File: src/rtl/integrate_dump.sv
// -----------------------------------------------------------------------------
// integrate_dump
//
// Integrate-and-dump decimator. It sums each window of SPS accepted input
// samples, arithmetically shifts the sum right by SHIFT, saturates the result
// to DATA_W bits and emits it as one output word per window.
//
// Both stream sides share one clock. Backpressure is applied upstream only
// when a window is about to close and the single output slot is still
// occupied, so input samples are never dropped.
//
// Ports:
//   s_axis_aclk    in   1       sole clock
//   rst            in   1       synchronous reset, active-high
//   s_axis_tdata   in   DATA_W  input sample, signed
//   s_axis_tvalid  in   1       input sample valid
//   s_axis_tready  out  1       input accept (combinational)
//   align          in   1       restart the window with this sample
//                               (only acts together with an input accept)
//   m_axis_tdata   out  DATA_W  decimated sample, signed (registered)
//   m_axis_tvalid  out  1       output valid (registered)
//   m_axis_tready  in   1       downstream accept
// -----------------------------------------------------------------------------
module integrate_dump #(
  parameter int DATA_W = 16,
  parameter int SPS    = 8,   // samples per window, must be >= 2
  parameter int SHIFT  = 3    // arithmetic right shift of the window sum
) (
  input  logic              s_axis_aclk,
  input  logic              rst,
  input  logic [DATA_W-1:0] s_axis_tdata,
  input  logic              s_axis_tvalid,
  output logic              s_axis_tready,
  input  logic              align,
  output logic [DATA_W-1:0] m_axis_tdata,
  output logic              m_axis_tvalid,
  input  logic              m_axis_tready
);

  localparam int CNT_W = (SPS > 1) ? $clog2(SPS) : 1;
  // Wide enough to hold SPS full-scale samples of either sign.
  localparam int ACC_W = DATA_W + CNT_W;

  localparam logic [CNT_W-1:0] CNT_LAST = CNT_W'(SPS - 1);
  localparam logic [CNT_W-1:0] CNT_ONE  = CNT_W'(1);

  // Saturation bounds expressed at accumulator width.
  localparam logic signed [ACC_W-1:0] SAT_MAX =
    {{(CNT_W + 1){1'b0}}, {(DATA_W - 1){1'b1}}};
  localparam logic signed [ACC_W-1:0] SAT_MIN =
    {{(CNT_W + 1){1'b1}}, {(DATA_W - 1){1'b0}}};

  // ---------------------------------------------------------------------------
  // State
  // ---------------------------------------------------------------------------
  logic signed [ACC_W-1:0]  acc_q, acc_d;
  logic        [CNT_W-1:0]  cnt_q, cnt_d;
  logic        [DATA_W-1:0] m_data_q, m_data_d;
  logic                     m_valid_q, m_valid_d;

  // ---------------------------------------------------------------------------
  // Datapath
  // ---------------------------------------------------------------------------
  logic                    in_fire;
  logic                    out_fire;
  logic                    win_last;
  logic signed [ACC_W-1:0] x_ext;
  logic signed [ACC_W-1:0] sum;
  logic signed [ACC_W-1:0] shifted;
  logic        [DATA_W-1:0] sat_val;

  assign win_last = (cnt_q == CNT_LAST);

  // Only the window-closing sample can be stalled: it needs the output slot
  // to be empty or emptying in this very cycle. Reset forces ready high so
  // the upstream sees a clean accept while the state is being cleared.
  assign s_axis_tready = rst || !win_last || !m_valid_q || m_axis_tready;

  assign in_fire  = s_axis_tvalid && s_axis_tready;
  assign out_fire = m_valid_q && m_axis_tready;

  assign x_ext   = {{CNT_W{s_axis_tdata[DATA_W-1]}}, s_axis_tdata};
  assign sum     = acc_q + x_ext;
  // >>> on a signed operand floors toward minus infinity.
  assign shifted = sum >>> SHIFT;

  always_comb begin
    if (shifted > SAT_MAX) begin
      sat_val = SAT_MAX[DATA_W-1:0];
    end else if (shifted < SAT_MIN) begin
      sat_val = SAT_MIN[DATA_W-1:0];
    end else begin
      sat_val = shifted[DATA_W-1:0];
    end
  end

  // ---------------------------------------------------------------------------
  // Next-state logic
  // ---------------------------------------------------------------------------
  always_comb begin
    // NOTE: every output of this block is given a default first so that no
    // path leaves a value unassigned, which would infer a latch.
    acc_d     = acc_q;
    cnt_d     = cnt_q;
    m_data_d  = m_data_q;
    m_valid_d = m_valid_q;

    // Slot drains first; a window close below may refill it in the same
    // cycle, giving back-to-back output words.
    if (out_fire) begin
      m_valid_d = 1'b0;
    end

    if (in_fire) begin
      if (align) begin
        // Restart wins over completion: the partial window is discarded.
        acc_d = x_ext;
        cnt_d = CNT_ONE;
      end else if (win_last) begin
        acc_d     = '0;
        cnt_d     = '0;
        m_data_d  = sat_val;
        m_valid_d = 1'b1;
      end else begin
        acc_d = sum;
        cnt_d = cnt_q + CNT_ONE;
      end
    end
  end

  // ---------------------------------------------------------------------------
  // Registers
  // ---------------------------------------------------------------------------
  always_ff @(posedge s_axis_aclk) begin
    // NOTE: state is updated with non-blocking assignments so that every
    // register samples the pre-edge values, independent of statement order.
    if (rst) begin
      acc_q     <= '0;
      cnt_q     <= '0;
      m_data_q  <= '0;
      m_valid_q <= 1'b0;
    end else begin
      acc_q     <= acc_d;
      cnt_q     <= cnt_d;
      m_data_q  <= m_data_d;
      m_valid_q <= m_valid_d;
    end
  end

  assign m_axis_tdata  = m_data_q;
  assign m_axis_tvalid = m_valid_q;

endmodule

File: config.mk
export PLATFORM = sky130hd
export DESIGN_NAME = integrate_dump
export DESIGN_NICKNAME = d
export VERILOG_FILES = /design/src/rtl/integrate_dump.sv
export SDC_FILE = /design/constraint.sdc
export NUM_CORES = 1
export LEC_CHECK = 0
export BUFFER_PORTS_ARGS = -buffer_cell sky130_fd_sc_hd__buf_2
export CAP_MARGIN = 20
export CORE_MARGIN = 2
export CORE_UTILIZATION = 48
export CTS_BUF_LIST = sky130_fd_sc_hd__clkbuf_8
export DETAILED_ROUTE_END_ITERATION = 12
export HOLD_SLACK_MARGIN = 0.05
export PLACE_DENSITY = 0.72
export SLEW_MARGIN = 5
export SYNTH_ARGS = -nofsm -noshare
export SYNTH_HDL_FRONTEND = slang
export SYNTH_SLANG_ARGS = --single-unit
File: constraint.sdc
create_clock -name s_axis_aclk -period 2.7 [get_ports s_axis_aclk]
set_input_delay 0.54 -clock s_axis_aclk [delete_from_list [all_inputs] [get_ports s_axis_aclk]]
set_output_delay 0.54 -clock s_axis_aclk [all_outputs]
set_load 0.01 [all_outputs]
==> results of run 1 <==
-- cell type report --
type	count	area, sq um	area share [%]
multi-input combinational	242	1580	55.5
sequential	39	781	27.3
timing repair buffer	51	288	10.1
tap	70	87.6	3.07
clock buffer	5	68.8	2.41
inverter	8	30.0	1.05
clock inverter	3	16.3	0.570
-- synthesized netlist by cell type, types with 2 or more instances --
cell	instances
a211o_1	4
a211oi_1	4
a211oi_2	2
a21o_1	5
a21oi_1	33
a221oi_1	11
a31oi_1	6
and3_1	2
and3_2	2
buf_2	3
buf_6	2
clkbuf_1	9
clkbuf_8	3
dfxtp_1	39
ha_1	20
inv_1	8
nand2_1	38
nand2b_1	2
nand3_1	2
nand3b_1	3
nand4_1	5
nor2_1	30
nor3_1	22
nor3b_1	4
nor4_1	2
nor4b_1	2
o211ai_1	2
o21ai_0	7
o21ai_1	3
o22ai_1	4
xnor2_1	9
xor2_1	5
-- sequential cells by signal, summed over array words and instances (netlist names) --
| signal | count |
|---|---|
| m_axis_tvalid | 1 |
| cnt_q | 3 |
| acc_q | 19 |
| m_axis_tdata | 16 |
-- layer usage --
| metal | up-vias | wire length (um) | GRT usage (%) |
|---|---|---|---|
| met1 | 1093 | 2960 | 28.8 |
| met3 | 7 | 207 | 4.05 |
| met5 | - | 0 | 0 |
| met2 | 41 | 2900 | 34.6 |
| met4 | 0 | 66 | 7.09 |
| li1 | 1198 | - | - |
-- path summary, 6_finish.rpt --
check	startpoint	endpoint	cells past startpoint
max reg2reg	acc_q[0]	acc_q[16]	11
min	m_axis_tdata[1]	m_axis_tdata[1]	2
min reg2reg	m_axis_tdata[1]	m_axis_tdata[1]	2
max	acc_q[0]	acc_q[16]	11
-- cell families (layout without fill, tap and decap cells) --
| family | Yosys count | after routing | share of synthesized area [%] |
|---|---|---|---|
| adders and majority gates | 21 | 21 | 10.9 |
| muxes | 1 | 1 | 0.604 |
| AOI/OAI and AO/OA | 88 | 88 | 23.7 |
| DFF | 39 | 39 | 31.4 |
| xor gates and xnor gates | 14 | 14 | 4.93 |
| buffers and inverters | 26 | 67 | 6.04 |
| and+or+nand+nor | 118 | 118 | 22.4 |
-- power breakdown --
part / total [mW] / leakage [nW] / internal (mW) / switching (mW)
clock network: 0.400 / 0.0453 / 0.177 / 0.223
registers: 0.617 / 0.319 / 0.602 / 0.0152
logic: 0.406 / 0.889 / 0.168 / 0.239
total: 1.42 / 1.25 / 0.947 / 0.476
-- tightest hold or removal path, cell delays in order, from the launching register on --
cell and delay [ns]:
dfxtp_1 0.31, nand2_1 0.05, a21oi_1 0.05
-- per-stage QoR --
step           total power, mW  cell area [sq um]
2_1_floorplan            0.934               2480
3_3_place_gp              1.01               2750
3_5_place_dp              1.02               2750
4_1_cts                   1.41               2830
5_1_grt                   1.50               2860
6_report                  1.42               2860
==> results_dict.tcl, run 1 <==
set metrics [dict create \
    status "finished, final reports clean" \
    slew_violations 0 \
    end_kind "flop" \
    cts_buffer_depth 2 \
    htreeDepth 2 \
    synth.area.top_cells "dfxtp_1 31%, ha_1 10%, a21oi_1 6.6%, nand2_1 5.7%, nor2_1 4.5%" \
    dr_total_vias 2339 \
    whs_ns 0.458 \
    yosys_warnings 0 \
    drc 0 \
    period_needed_ns 2.50 \
    synth_top_area_share_pct 31.4 \
    fin_ws_ns 0.203 \
    final_cell_mix "39 x dfxtp_1, 38 x nand2_1, 38 x buf_2, 33 x a21oi_1, 30 x nor2_1" \
    rsz0062_at_grt "false" \
    worstPathMaxFanout 4 \
    path_clk_slew_ns 0.09 \
    finalWeightedCongestion 0.819 \
    r2r_slack_ns 0.20 \
    cp-start-kind "flop" \
    wl_per_cell_um 14.7 \
    ant_nets 0 \
    fmax_ghz 0.401 \
    cts_tree "built" \
    criticalPathCategory "reg -> reg" \
    dieArea_sq_um 5770 \
    max_stage_delay_ns 0.37 \
    finalCritPeriodShare_pct 92.5 \
    clock_sinks 39 \
    wirelength_um 6130 \
    syn_inst 307 \
    synthFlopType "dfxtp_1" \
    async_reset_ff_share_pct 0 \
    cts_setup_buffers 0 \
    ios 39 \
    drt_iter0_drc 216 \
    synth_nets 349 \
    dr.pass1.iters 5 \
    place_hpwl_um 4270 \
    antenna_found_initial 0 \
    grt_pass1_wl_um 9980 \
    skew_ns 0.0108 \
    slew_headroom_pct 64.0 \
    drive_above_1_share_pct 19.8 \
    port-buffer-count 38 \
    slowest_stage "fa_1" \
    maxCapViolations 0 \
    cts-buffers-inserted 5 \
    peakVddDrop_uv 287 \
    track_usage_pct 21.4 \
    cts_resized 0 \
    max_slew.worst_pin.slew_ns 0.537 \
    grt_start_max_net_pins 50 \
    power_density_nw_per_um2 498 \
    antenna_cells 0 \
    root_buffer "clkbuf_8" \
    hp-class "reg -> reg" \
    fin_util_pct 56.6 \
    hold_viol_final 0 \
    synth_area_leader_cell "dfxtp_1" \
    die_x_um 76.0 \
    pre_cts_ws_ns -0.146 \
    grt_pass1_vias 2090 \
    ctsHoldBuffers 0 \
    clk_latency_ns 0.30 \
    core-area_sq_um 5040 \
    setup_violations 0 \
    arrival_ns 2.66 \
    rows 26 \
    leakagePower_nw 1.25 \
    path_cells "ha_1 > inv_1 > fa_1 > nand2b_1 > a211oi_4 > a41oi_4 > o21ai_2 > a31oi_1 > buf_4 > xor2_1 > o22ai_1" \
    yosys_register_bits 39 \
    synth_edf_count 0 \
    dp.cells 410 \
    cp_num_buf_inv 2 \
    required_ns 2.87 \
    area_growth_pct 14.9 \
    synthDistinctLibCells 46 \
    stdcell_count 418 \
    final_common_cell "dfxtp_1" \
    cp_top_family "compound AO/OA/AOI/OAI gates" \
    grt.overflow.total 0 \
    fin_tns_setup_ns 0 \
    nFillCells 472 \
    synth_area_sq_um 2480 \
    via_per_inst 5.60 \
    seq_area_frac_synth_pct 31.4 \
    nNetsFinal 389 \
    start_util_pct 49.3 \
    dieHeight_um 76.0 \
    syn_avg_cell_area_sq_um 8.09 \
]
Note: power is estimated with default switching activity, not from simulation.
==> run 2: changes to the inputs <==
--- a/config.mk
+++ b/config.mk
@@ -13,6 +13,7 @@
 export DETAILED_ROUTE_END_ITERATION = 12
 export HOLD_SLACK_MARGIN = 0.05
 export PLACE_DENSITY = 0.72
+export RECOVER_POWER = 50
 export SLEW_MARGIN = 5
 export SYNTH_ARGS = -nofsm -noshare
 export SYNTH_HDL_FRONTEND = slang
==> results_dict.tcl, run 2 (synthesized netlist as in run 1, its figures left out) <==
set metrics [dict create \
    status "finished, final reports clean" \
    port-buffer-count 38 \
    cts_tree "built" \
    skew_ns 0.00845 \
    r2r_cells 10 \
    via_per_inst 5.69 \
    drt_iter0_drc 200 \
    largest_reg_flops 19 \
    peakVddDrop_uv 286 \
    grt_pass1_vias 2090 \
    clock_sinks 39 \
    fmax_ghz 0.398 \
    hp-class "reg -> reg" \
    post-route-cell-area_sq_um 2820 \
    core-area_sq_um 5040 \
    r2r_start "acc_q[0]" \
    dieHeight_um 76.0 \
    period_needed_ns 2.51 \
    cp-start-kind "flop" \
    drc 0 \
    antenna_cells 0 \
    leakagePower_nw 1.17 \
    place_area_sq_um 2750 \
    final_cell_mix "39 x dfxtp_1, 38 x nand2_1, 33 x a21oi_1, 30 x nor2_1, 22 x nor3_1" \
    final_common_cell "dfxtp_1" \
    grt_pass1_wl_um 9980 \
    clk_latency_ns 0.30 \
    arrival_ns 2.73 \
    required_ns 2.92 \
    reg2reg_to "acc_q[10]" \
    start_util_pct 49.3 \
    htreeDepth 2 \
    finalCritPeriodShare_pct 93.1 \
    root_buffer "clkbuf_8" \
    ant_nets 0 \
    pre_cts_ws_ns -0.146 \
    slew_violations 0 \
    rows 26 \
    hold_depth 2 \
    die_x_um 76.0 \
    seq_area_sq_um 781 \
    antenna_found_initial 0 \
    wirelength_um 6200 \
    wl_per_cell_um 14.8 \
    max_slew.worst_pin.slew_ns 1.05 \
    total_power_mw 1.42 \
    grt.overflow.total 0 \
    nFillCells 479 \
    maxCapViolations 0 \
    dr_total_vias 2377 \
    dieArea_sq_um 5770 \
    ios 39 \
    worstPathMaxFanout 4 \
    place_hpwl_um 4270 \
    area_growth_pct 13.6 \
    criticalPathCategory "reg -> reg" \
    drive_above_1_share_pct 14.1 \
    grt_start_max_net_pins 50 \
    end_kind "flop" \
    hold_viol_final 0 \
    whs_ns 0.461 \
    path_clk_slew_ns 0.08 \
    r2r_slack_ns 0.19 \
    whs_endpoint "m_axis_tdata[2]" \
    hp-start "m_axis_tdata[2]" \
    finalWeightedCongestion 0.819 \
    cts_buffer_depth 2 \
    setup_violations 0 \
    slew_headroom_pct 30.2 \
    track_usage_pct 21.4 \
    power_density_nw_per_um2 503 \
    rsz0062_at_grt "false" \
    cts-buffers-inserted 5 \
    fin_ws_ns 0.188 \
    top_register "acc_q" \
    nNetsFinal 389 \
    dr.pass1.iters 5 \
    fin_util_pct 56.0 \
    cts_setup_buffers 0 \
    multi_input_area_sq_um 1580 \
]
[run 2: worst max path at each step]
stage / from / to / slack, ns / depth (start not counted)
6_report: acc_q[0] / acc_q[10] / 0.19 / 10
5_1_grt: acc_q[0] / acc_q[10] / 0.01 / 10
4_1_cts: acc_q[0] / acc_q[10] / 0.10 / 10
3_5_place_dp: s_axis_tdata[0] / acc_q[10] / -0.15 / 11
3_3_place_gp: s_axis_tdata[0] / m_axis_tdata[13] / -0.11 / 11
2_1_floorplan: s_axis_tdata[0] / m_axis_tdata[13] / 0.14 / 10
[run 2: critical path, stage by stage, from the launching register on]
cell and delay [ns]:
dfxtp_1 0.34, ha_1 0.16, inv_1 0.05, fa_1 0.37, nand2b_1 0.20, a211oi_4 0.30, a41oi_4 0.19, o21ai_1 0.21
xor2_1 0.30, a221oi_2 0.10, nor3_1 0.19
[run 2: power by group]
part	leakage, nW	internal (mW)	switching, mW
sequential	0.319	0.602	0.0153
clock	0.0453	0.177	0.220
combinational	0.806	0.167	0.239
total	1.17	0.946	0.474
[run 2: final cells by class]
type / count / share of cell area (%)
Sequential cell: 39 / 27.6
Timing Repair Buffer: 51 / 9.26
Clock buffer: 5 / 2.44
Multi-Input combinational cell: 242 / 55.9
Inverter: 8 / 1.06
Tap cell: 70 / 3.10
Clock inverter: 3 / 0.576
[run 2: metrics by stage]
stage	setup TNS, ns	std cells
finish	0	418
global route	0	418
CTS	0	418
detailed placement	-0.746	410
global placement	-0.405	410
floorplan	0	307
[run 2: repair_timing]
action | in CTS | in global routing
endpoints found under the setup margin | 0 | 7
hold buffers | 0 | 0
gates resized for setup | 0 | 4
[run 2: per-layer routing]
metal | part of all wire (%) | track usage, %
met1 | 47 | 28.8
met2 | 48 | 34.6
met3 | 4.8 | 4.05
met4 | 1.0 | 7.09
met5 | 0 | 0
==> run 3: changes to the inputs <==
--- a/config.mk
+++ b/config.mk
@@ -5,14 +5,14 @@
 export SDC_FILE = /design/constraint.sdc
 export NUM_CORES = 1
 export LEC_CHECK = 0
+export ABC_AREA = 1
 export BUFFER_PORTS_ARGS = -buffer_cell sky130_fd_sc_hd__buf_2
 export CAP_MARGIN = 20
 export CORE_MARGIN = 2
-export CORE_UTILIZATION = 48
+export CORE_UTILIZATION = 37
 export CTS_BUF_LIST = sky130_fd_sc_hd__clkbuf_8
 export DETAILED_ROUTE_END_ITERATION = 12
 export HOLD_SLACK_MARGIN = 0.05
-export PLACE_DENSITY = 0.72
 export RECOVER_POWER = 50
 export SLEW_MARGIN = 5
 export SYNTH_ARGS = -nofsm -noshare
==> results_dict.tcl, run 3 <==
set metrics [dict create \
    drive_above_1_share_pct 8.80 \
    root_buffer "clkbuf_8" \
    end_kind "flop" \
    fin_tns_setup_ns 0 \
    synthFlopType "dfxtp_1" \
    synthDistinctLibCells 34 \
    cts-buffers-inserted 5 \
    final_common_cell "nand2_1" \
    area_growth_pct 11.8 \
    grt.overflow.total 0 \
    synth_nets 449 \
    drc 0 \
    path_clk_slew_ns 0.09 \
    wirelength_um 7050 \
    die_x_um 89.3 \
    ios 39 \
    period_needed_ns 2.28 \
    multi_input_area_sq_um 1610 \
    syn_avg_cell_area_sq_um 6.61 \
    worstPathMaxFanout 27 \
    dr.pass1.iters 4 \
    maxCapViolations 0 \
    critical_path.endpoint "m_axis_tdata[10]" \
    r2r_cells 10 \
    synth_top_area_share_pct 29.0 \
    setup_violations 0 \
    nNetsFinal 484 \
    htreeDepth 2 \
    synth.area.top_cells "dfxtp_1 29%, nand2_1 16%, a21oi_1 10%, ha_1 9.3%, inv_1 6.8%" \
    synth_edf_count 0 \
    intPower_mw 1.02 \
    fmax_ghz 0.439 \
    grt_start_max_net_pins 36 \
    rsz0062_at_grt "false" \
    clock_sinks 39 \
    antenna_found_initial 0 \
    async_reset_ff_share_pct 0 \
    cp-start-kind "flop" \
    stdcell_count 542 \
    hp-class "in -> reg" \
    via_per_inst 4.92 \
    slew_headroom_pct 55.4 \
    r2r_slack_ns 0.42 \
    seq_area_sq_um 781 \
    top_register "acc_q" \
    finalWeightedCongestion 0.862 \
    seq_power_share_pct 40.3 \
    r2r_start "cnt_q[0]" \
    dp.cells 534 \
    start_util_pct 37.7 \
    skew_ns 0.00956 \
    seq_area_frac_synth_pct 29.0 \
    whs_ns 0.455 \
    cts_buffer_depth 2 \
    max_slew.worst_pin.slew_ns 0.668 \
    cts_setup_buffers 0 \
    p_sw_share_pct 33.4 \
    criticalPathCategory "reg -> reg" \
    largest_reg_flops 19 \
    finalCritPeriodShare_pct 84.4 \
    startpoint "cnt_q[0]" \
    comb_power_share_pct 26.4 \
    fin_util_pct 42.1 \
    port-buffer-count 38 \
    dr_total_vias 2664 \
    grt_pass1_vias 2421 \
    drt_iter0_drc 135 \
    yosysMostFrequentCell "nand2_1" \
    cts_tree "built" \
    ant_nets 0 \
    clk_latency_ns 0.31 \
    place_area_sq_um 2940 \
    slew_violations 0 \
    syn_inst 407 \
    status "finished, final reports clean" \
    power_switching_mw 0.510 \
    leakagePower_nw 1.56 \
    yosys_warnings 0 \
    peakVddDrop_uv 201 \
    dieHeight_um 89.3 \
    final_cell_mix "116 x nand2_1, 55 x a21oi_1, 49 x inv_1, 39 x dfxtp_1, 30 x o21ai_0" \
    synth_area_sq_um 2690 \
    rows 31 \
    yosys_register_bits 39 \
    cts_resized 0 \
    arrival_ns 2.54 \
    ctsHoldBuffers 0 \
    nFillCells 800 \
    post-route-cell-area_sq_um 3010 \
    antenna_cells 0 \
    dieArea_sq_um 7970 \
    required_ns 2.96 \
    power_density_nw_per_um2 507 \
    synth_area_leader_cell "dfxtp_1" \
    grt_pass1_wl_um 11700 \
    core-area_sq_um 7140 \
    netlist_top_cells_count "116 x nand2_1, 55 x a21oi_1, 49 x inv_1, 39 x dfxtp_1, 30 x o21ai_0" \
    clockPowerShare_pct 33.3 \
    place_hpwl_um 5140 \
    wl_per_cell_um 13.0 \
    reg2reg_to "m_axis_tdata[10]" \
    hold_viol_final 0 \
    track_usage_pct 18.9 \
]
## run 3: cell count changes after synthesis, sizes merged, moves of 21 or more
cell / before / now
a21oi: 33 / 55
inv: 8 / 52
nand2: 38 / 118
nand3: 2 / 29
nor3: 22 / 1
o21ai: 11 / 32
## run 3: worst min-delay path by stage
stage               startpoint               to  cells after the start
6_report                   rst  m_axis_tdata[0]                      2
3_5_place_dp   m_axis_tdata[0]  m_axis_tdata[0]                      2
4_1_cts                    rst  m_axis_tdata[0]                      2
5_1_grt                    rst  m_axis_tdata[0]                      2
3_3_place_gp   m_axis_tdata[1]  m_axis_tdata[1]                      2
2_1_floorplan         cnt_q[0]         cnt_q[0]                      1
## run 3: cell families (layout without fill, tap and decap cells)
kind of cell               after synthesis  in the layout  synth area share [%]
DFF                                     39             39                  29.0
xor gates and xnor gates                 6              6                  1.95
AOI/OAI and AO/OA                      104            104                  21.1
buffers and inverters                   64            100                  10.4
adders and majority gates               21             21                  10.0
and+or+nand+nor                        173            173                  27.5
## run 3: worst max-delay path, cell delays in order (launching register included)
cell,delay [ns]
dfxtp_1,0.34
ha_1,0.21
ha_1,0.24
nand3_1,0.17
nand2_4,0.19
nor2_1,0.34
nand2_4,0.18
inv_6,0.24
o21ai_0,0.11
o21bai_1,0.17
inv_1,0.05
## run 3: metrics by stage
| step | worst slack, ns | power (mW) |
|---|---|---|
| after CTS | 0.589 | 1.54 |
| after global placement | 0.456 | 1.03 |
| after detailed placement | 0.404 | 1.03 |
| after floorplan | 0.725 | 0.926 |
| final | 0.422 | 1.53 |
| after global routing | 0.236 | 1.63 |
## run 3: area by class of cell
| type | count | area share, % |
|---|---|---|
| clock buffer | 5 | 2.29 |
| clock inverter | 3 | 1.46 |
| inverter | 52 | 6.66 |
| multi-input combinational | 304 | 53.4 |
| sequential | 39 | 26.0 |
| tap | 99 | 4.12 |
| timing repair buffer | 40 | 6.11 |
## run 3: routing by layer
| layer | part of all wire (%) | global-route usage (%) | vias up |
|---|---|---|---|
| met5 | 0 | 0 | - |
| met4 | 1.4 | 4.88 | 0 |
| met3 | 5.2 | 3.42 | 7 |
| met2 | 44 | 30.7 | 56 |
| met1 | 49 | 25.9 | 1199 |
| li1 | - | - | 1402 |
## run 3: power groups by stage
stage | sequential, mW | clock, mW | combinational (mW)
3_3_place_gp | 0.626 | 0 | 0.399
5_1_grt | 0.618 | 0.546 | 0.461
6_report | 0.614 | 0.509 | 0.403
2_1_floorplan | 0.624 | 0 | 0.302
4_1_cts | 0.614 | 0.519 | 0.404
3_5_place_dp | 0.627 | 0 | 0.402
